--- src/rtl/key_debounce_multi.sv ---
// Multi-channel push-button debouncer: 2-flop synchroniser, symmetric debounce filter and
// long-press detector per channel, with registered level and single-cycle event pulses.
module key_debounce_multi #(
    parameter int unsigned NUM_KEYS   = 4,
    parameter int unsigned SYS_CLK    = 50_000_000,
    parameter int unsigned FILTER_MS  = 20,
    parameter int unsigned LONG_MS    = 1000,
    parameter bit          ACTIVE_LOW = 1'b1
) (
    input  logic                clk,
    input  logic                rst_n,
    input  logic [NUM_KEYS-1:0] key_in,
    output logic [NUM_KEYS-1:0] key_state,
    output logic [NUM_KEYS-1:0] key_press,
    output logic [NUM_KEYS-1:0] key_release,
    output logic [NUM_KEYS-1:0] key_long
);

    localparam int unsigned FILTER_CYC = SYS_CLK / 1000 * FILTER_MS;
    localparam int unsigned LONG_CYC   = SYS_CLK / 1000 * LONG_MS;

    // Width guards keep declarations legal long enough for the checks below to report.
    localparam int unsigned FCW = (FILTER_CYC < 2) ? 1 : $clog2(FILTER_CYC);
    localparam int unsigned LCW = (LONG_CYC < 1) ? 1 : $clog2(LONG_CYC + 1);

    localparam logic [FCW-1:0] FILTER_MAX = FCW'(FILTER_CYC - 1);
    localparam logic [LCW-1:0] LONG_MAX   = LCW'(LONG_CYC - 1);
    localparam logic           IDLE_LVL   = ACTIVE_LOW;

    if (FILTER_CYC < 2) begin : g_bad_filter
        $error("key_debounce_multi: FILTER_CYC must be >= 2");
    end
    if (LONG_CYC < 1) begin : g_bad_long
        $error("key_debounce_multi: LONG_CYC must be >= 1");
    end

    for (genvar k = 0; k < NUM_KEYS; k++) begin : g_key
        logic           sync1_q;
        logic           sync2_q;
        logic           s2;
        logic [FCW-1:0] cnt_q, cnt_d;
        logic           state_q, state_d;
        logic           press_q, press_d;
        logic           release_q, release_d;
        logic [LCW-1:0] lcnt_q, lcnt_d;
        logic           fired_q, fired_d;
        logic           long_q, long_d;

        // Normalised level: 1 = pressed, independent of pin polarity.
        assign s2 = sync2_q ^ ACTIVE_LOW;

        always_comb begin
            state_d   = state_q;
            cnt_d     = cnt_q;
            press_d   = 1'b0;
            release_d = 1'b0;
            if (s2 == state_q) begin
                cnt_d = '0;
            end else if (cnt_q == FILTER_MAX) begin
                state_d   = s2;
                cnt_d     = '0;
                press_d   = s2;
                release_d = ~s2;
            end else begin
                cnt_d = cnt_q + 1'b1;
            end
        end

        // Long counter saturates at the threshold so each press fires at most once.
        always_comb begin
            lcnt_d  = lcnt_q;
            fired_d = fired_q;
            long_d  = 1'b0;
            if (!state_q) begin
                lcnt_d  = '0;
                fired_d = 1'b0;
            end else if (!fired_q) begin
                if (lcnt_q == LONG_MAX) begin
                    long_d  = 1'b1;
                    fired_d = 1'b1;
                end else begin
                    lcnt_d = lcnt_q + 1'b1;
                end
            end
        end

        always_ff @(posedge clk or negedge rst_n) begin
            if (!rst_n) begin
                sync1_q   <= IDLE_LVL;
                sync2_q   <= IDLE_LVL;
                cnt_q     <= '0;
                state_q   <= 1'b0;
                press_q   <= 1'b0;
                release_q <= 1'b0;
                lcnt_q    <= '0;
                fired_q   <= 1'b0;
                long_q    <= 1'b0;
            end else begin
                sync1_q   <= key_in[k];
                sync2_q   <= sync1_q;
                cnt_q     <= cnt_d;
                state_q   <= state_d;
                press_q   <= press_d;
                release_q <= release_d;
                lcnt_q    <= lcnt_d;
                fired_q   <= fired_d;
                long_q    <= long_d;
            end
        end

        assign key_state[k]   = state_q;
        assign key_press[k]   = press_q;
        assign key_release[k] = release_q;
        assign key_long[k]    = long_q;
    end

endmodule

--- config.mk ---
export PLATFORM = sky130hd
export DESIGN_NAME = key_debounce_multi
export DESIGN_NICKNAME = d
export VERILOG_FILES = /design/src/rtl/key_debounce_multi.sv
export SDC_FILE = /design/constraint.sdc
export NUM_CORES = 1
export LEC_CHECK = 0
export CAP_MARGIN = 15
export CELL_PAD_IN_SITES_DETAIL_PLACEMENT = 0
export CELL_PAD_IN_SITES_GLOBAL_PLACEMENT = 1
export CORE_MARGIN = 8
export CORE_UTILIZATION = 49
export DETAILED_ROUTE_END_ITERATION = 6
export GPL_ROUTABILITY_DRIVEN = 0
export PLACE_DENSITY = 0.85
export SLEW_MARGIN = 5
export SYNTH_ARGS = -nofsm -noshare
export SYNTH_HDL_FRONTEND = slang
export SYNTH_SLANG_ARGS = --single-unit
--- constraint.sdc ---
create_clock -name clk -period 2.85 [get_ports clk]
set_input_delay 0.285 -clock clk [delete_from_list [all_inputs] [get_ports clk]]
set_output_delay 0.285 -clock clk [all_outputs]
set_load 0.01 [all_outputs]
### Word level (Yosys, flattened, before mapping)

Cells that the tools add are included.

| operators by class | value |
|---|---|
| add/subtract/negate cells | 8 |
| multiply operators | 0 |
| div/mod/pow operators | 0 |
| magnitude comparators | 0 |
| equality and inequality tests | 20 |
| shifts and indexed selects | 0 |
| multiplexer cells | 56 |
| bitwise operators | 8 |
| reductions and logical operators | 8 |

Operators by type and width:

| kind | number |
|---|---|
| two-way mux 26 bit | 12 |
| two-way mux 20 bit | 8 |
| adder 26 x 1 -> 26 bit, second input constant | 4 |
| == test 26 bit, second input constant | 4 |
| adder 20 x 1 -> 20 bit, second input constant | 4 |
| == test 20 bit, second input constant | 4 |
| two-way mux 1 bit | 36 |
| inequality test 2 bit, second input constant | 8 |
| AND reduction 2 bit | 8 |
| inverter 1 bit | 8 |
| == test 1 bit | 4 |

| word-level totals | value |
|---|---|
| register bits after elaboration | 212 |
| latch bits | 0 |
| bits in writable memories | 0 |
| memory bits (read-only) | 0 |
| input bits | 6 |
| output and inout bits | 16 |
| memories | 0 |

### Depth between registers and ports, before layout

| depth | value |
|---|---|
| depth in word-level cells | 4 |
| mapped depth | 8 |
| depth with buffers taken out | 6 |

### Worst setup path after synthesis

Ideal clock, no wire load.

| timing path | value |
|---|---|
| kind | reg-to-reg |
| start | register g_key[1].cnt_q[0] |
| end | register g_key[1].cnt_q[11] |
| setup time | 0.121 ns |
| data arrival time | 2.046 ns |
| path slack | 0.682 ns |
| cell stages (with the launch flop) | 9 |
| path buffers | 2 |
| cells stage by stage | dfrtp_1 ha_1 nand4_1 or2_2 nor4_1 or2_2 buf_2 buf_2 nor2_1 |

| between the ends | value |
|---|---|
| cells in the longest elaborated chain, start to end | 3 |

RTL lines:

| what | line | source |
|---|---|---|
| from (decl) | 41 | `logic [FCW-1:0] cnt_q, cnt_d;` |
| from (signal assigned) | 101 | `cnt_q <= cnt_d;` |
| adder 20 x 1 -> 20 bit or == test 20 bit (tied branches) | 65, 59 |  |
| two-way mux 20 bit (*) | 59 | `end else if (cnt_q == FILTER_MAX) begin` |
| two-way mux 20 bit (*) | 57 | `if (s2 == state_q) begin` |
| named net g_key[1].cnt_d[11] | 41 |  |

The timed path passes the listed nets; every way through them passes the cells marked *.
A chain may end at the register's enable or synchronous reset.

### Worst setup path after layout

| timing path | value |
|---|---|
| start | register g_key[1].lcnt_q[11] |
| end | register g_key[1].lcnt_q[17] |

| between the ends | value |
|---|---|
| cells in the longest elaborated chain, start to end | 4 |

RTL lines:

| what | line | source |
|---|---|---|
| from (decl) | 45 | `logic [LCW-1:0] lcnt_q, lcnt_d;` |
| from (signal assigned) | 105 | `lcnt_q <= lcnt_d;` |
| adder 26 x 1 -> 26 bit | 82 | `lcnt_d = lcnt_q + 1'b1;` |
| two-way mux 26 bit | 78 | `if (lcnt_q == LONG_MAX) begin` |
| two-way mux 26 bit | 77 | `end else if (!fired_q) begin` |
| two-way mux 26 bit | 74 | `if (!state_q) begin` |

Several ways; a longest one is shown, not always the timed one. The select of a mux whose other input is x is not followed.

==> results.cfg <==
[outcome]
run_status = finished, final reports clean

[placed_design]
placedInstanceArea_um2 = 11040
dp_hpwl_mm = 13.18
dp_cells = 1360
port-buffer-count = 21

[pwr]
power.ir.vdd_worst_uv = 329.0
p_leak_nw = 4.776
overall_power_mw = 6.250
power_per_cell_area_nw_per_um2 = 528.1

[synthesis]
synth_fa_ha_area_share_pct = 0.9417
synth_sequential_area_ratio_pct = 50.01
synth-xor-area-share_pct = 9.971
synthesis.instances = 1099
number_of_library_cell_types_mapped_by_synthesis = 55
mappedNetlistArea_um2 = 10630
synth_top_flop_cell = dfrtp_1
synthesis.area_per_instance_um2 = 9.671
synth-edff-count = 0
synth_async_sr_flop_share_pct = 100.0
synthSimpleGateAreaFrac_pct = 28.23
ys_seq_elements = 212
complex_gate_fraction_of_the_synthesized_area_pct = 5.427
synth_nets = 1113
largest_family_of_logic_cells_by_synthesized_area = simple AND/OR/NAND/NOR gates
yosys_warnings = 0
synth_mux_area_share_pct = 1.601

[cells_and_area]
multi_input_comb_area_um2 = 4913
mostFrequentLayoutCell = dfrtp_1
diodes = 0
area_delta_synth_final_pct = 11.35
final_nets = 1120
final_cell_count_no_fill = 1403
finalInstanceArea_um2 = 11840
filler_cell_count = 1900
register_area_um2 = 5315
drive_above_1_share_pct = 7.391
highest_count_cells_in_the_layout_ignoring_fill_and_taps = dfrtp_1 (204), nor2_1 (150), nand2_1 (95)

[die]
initial_core_util_pct = 49.31
floorplan.die_area_um2 = 26660
placementRows = 54
die_x_um = 163.3
io_pins = 22
core_region_area_um2 = 21550
die_height_um = 163.3

[worst_setup_path]
critPathKind = reg -> reg
ff2ff_setup_slack_ns = 0.33
critical_path.startpoint = g_key[1].lcnt_q[11]
timing.critical_path.cells = or4_4 -> or4_4 -> o21ai_4 -> buf_4 -> or4_1 -> nand3_1
critPathMaxStageDelay_ns = 0.56
critical_path_arrival_ns = 2.89
timing.critical_path.buf_inv = 1
cp_max_fo = 16
path_depth_of_the_worst_reg2reg_path = 6
critPathLaunchType = register
slowest_stage_cell_crit_path = or4_4
timing.critical_path.mode_cell = or4_4
worst_reg2reg_endpoint = g_key[1].lcnt_q[17]
setup.worst_path.end_class = register
r2r_start = g_key[1].lcnt_q[11]
timing.critical_path.required_ns = 3.22
cpLargestDelayFamily = simple AND/OR/NAND/NOR gates

[global_route]
grt_pass1_wl_mm = 36.70
grt_util_all_layers_pct = 15.92
number_of_global_route_vias_before_repair = 7640
maximum_number_of_pins_on_one_net_before_global_route_repair = 70
grt_antenna_before_repair = 0
global_route.overflow_total = 0

[route]
drcViolationCount = 0
detailedRoute.firstPassIterationCount = 5
detail_route.vias_per_cell = 5.502
drt_first_iter_violations = 554
detailroute.via_count = 7719
drt-wirelength-per-cell_um = 14.47
postRouteAntennaNets = 0
route.final.wire_length_mm = 20.30

[hold_path]
hold_end = g_key[3].sync1_q
hold_path_startpoint = key_in[3]
hold_class = in -> reg
min_path_cells = 1

[timing]
max_slew_margin_pct = 51.98
finalSetupTns_ns = 0
finalClockSkew_ns = 0.02229
finalSetupViolations = 0
maximum_achievable_frequency_ghz = 0.3973
final.hold.worst_slack_ns = 0.1909
worstMarginPinSlew_ns = 0.7203
drv_slew = 0
hold_viol = 0
grt_setup_unrepaired = no
share_of_the_clock_period_used_by_the_worst_path_pct = 88.31
finalWorstPathRequiredPeriod_ns = 2.517

[flow_run]
maxCapViolCount = 0

[clock_network]
cts.sinks = 212
cts.clk_slew.worst_paths_ns = 0.06
buffer_type_at_the_clock_tree_root = clkbuf_16
clk_path_buf_depth = 3
cts.repair.resized = 0
tritoncts = built
clock_latency_reported_for_the_late_side_of_the_worst_skew_pair_ns = 0.51
number_of_h_tree_branching_levels = 1
tritoncts.num_buffers = 23
-- per-stage QoR --
| step | setup WS (ns) | utilization, % |
|---|---|---|
| 2_1_floorplan | 0.6824 | - |
| 3_3_place_gp | 0.3915 | 51.24 |
| 3_5_place_dp | 0.3413 | 51.24 |
| 4_1_cts | 0.3320 | 54.91 |
| 5_1_grt | 0.2193 | 54.91 |
| 6_report | 0.3330 | 54.91 |
-- per-layer routing --
metal	share of wire, %	up-vias	GRT usage (%)	wire length, um
met3	2.9	31	2.142	590
li1	-	3849	-	-
met5	0	-	0	0
met4	2.2	0	4.045	444
met1	49	3735	22.13	9972
met2	46	104	25.83	9295
-- cells in the mapped netlist, types with 3 or more instances --
master	n	area, um2
nor4_1	27	168.9
xor2_1	61	534.3
dfstp_2	8	210.2
or4_1	22	165.2
o41ai_1	3	26.28
o21ai_0	21	105.1
a21o_1	6	45.04
xnor2_1	60	525.5
o31ai_1	12	90.09
o21ai_2	4	35.03
nand3b_1	5	37.54
and2_1	12	75.07
nand2_1	95	356.6
a21oi_1	22	110.1
nor3_1	26	130.1
nand3_1	72	360.4
ha_1	8	100.1
and4_1	13	113.9
and3_1	23	143.9
mux2i_1	17	170.2
nand4_1	42	262.8
nor4b_1	9	78.83
a21oi_2	4	35.03
buf_4	16	120.1
nand4b_1	6	52.55
buf_1	4	15.01
clkbuf_1	31	116.4
nand2b_1	20	125.1
nor2b_1	8	50.05
o211ai_1	7	52.55
or2_2	5	31.28
buf_2	6	30.03
and4b_1	5	50.05
dfrtp_1	204	5105
or3_1	16	100.1
nor2_1	150	563.0
nor3b_1	5	37.54
inv_1	24	90.09
-- timing repair --
item	CTS	global route
setup buffers	0	0
hold buffers	1	0
hold endpoints to repair	59	0
-- power by group --
| group | switching, mW | total [mW] | internal, mW |
|---|---|---|---|
| registers | 0.0181 | 3.05 | 3.03 |
| logic | 0.0889 | 0.119 | 0.0296 |
| clock network | 1.17 | 3.08 | 1.91 |
-- sequential cells by signal (all words and copies together), names as in the netlist --
| name | count |
|---|---|
| g_key.lcnt_q | 104 |
| g_key.cnt_q | 80 |
| g_key.fired_q | 4 |
| g_key.long_q | 4 |
| g_key.press_q | 4 |
| g_key.release_q | 4 |
| g_key.state_q | 4 |
| g_key.sync1_q | 4 |
| g_key.sync2_q | 4 |
-- how the worst max path moves through the flow --
stage / end / slack (ns) / cells past startpoint
after floorplan: g_key[1].cnt_q[11] / 0.68 / 8
after global placement: g_key[1].lcnt_q[17] / 0.39 / 6
after detailed placement: g_key[1].lcnt_q[17] / 0.34 / 6
after CTS: g_key[1].lcnt_q[14] / 0.33 / 6
after global routing: g_key[1].lcnt_q[16] / 0.22 / 7
final: g_key[1].lcnt_q[17] / 0.33 / 6
-- kinds of logic after synthesis --
logic type,after synthesis
and+or+nand+nor,570
DFF,212
xor gates and xnor gates,121
AOI/OAI and AO/OA,87
buffers and inverters,84
muxes,17
adders and majority gates,8
-- final cells by class --
type | count | area share (%)
well taps | 280 | 2.960
inverters | 25 | 0.7929
clock inverters | 9 | 1.258
flip-flops and latches | 212 | 44.91
repair buffers | 41 | 3.214
clock buffers | 33 | 5.349
multi-input cells | 803 | 41.52
-- worst register-to-register path: stages, from the launching register on --
cell and delay, ns:
dfrtp_1 0.43, or4_4 0.56, or4_4 0.54, o21ai_4 0.38
buf_4 0.29, or4_1 0.13, nand3_1 0.07
No activity file was read; power rests on OpenSTA's default activity.
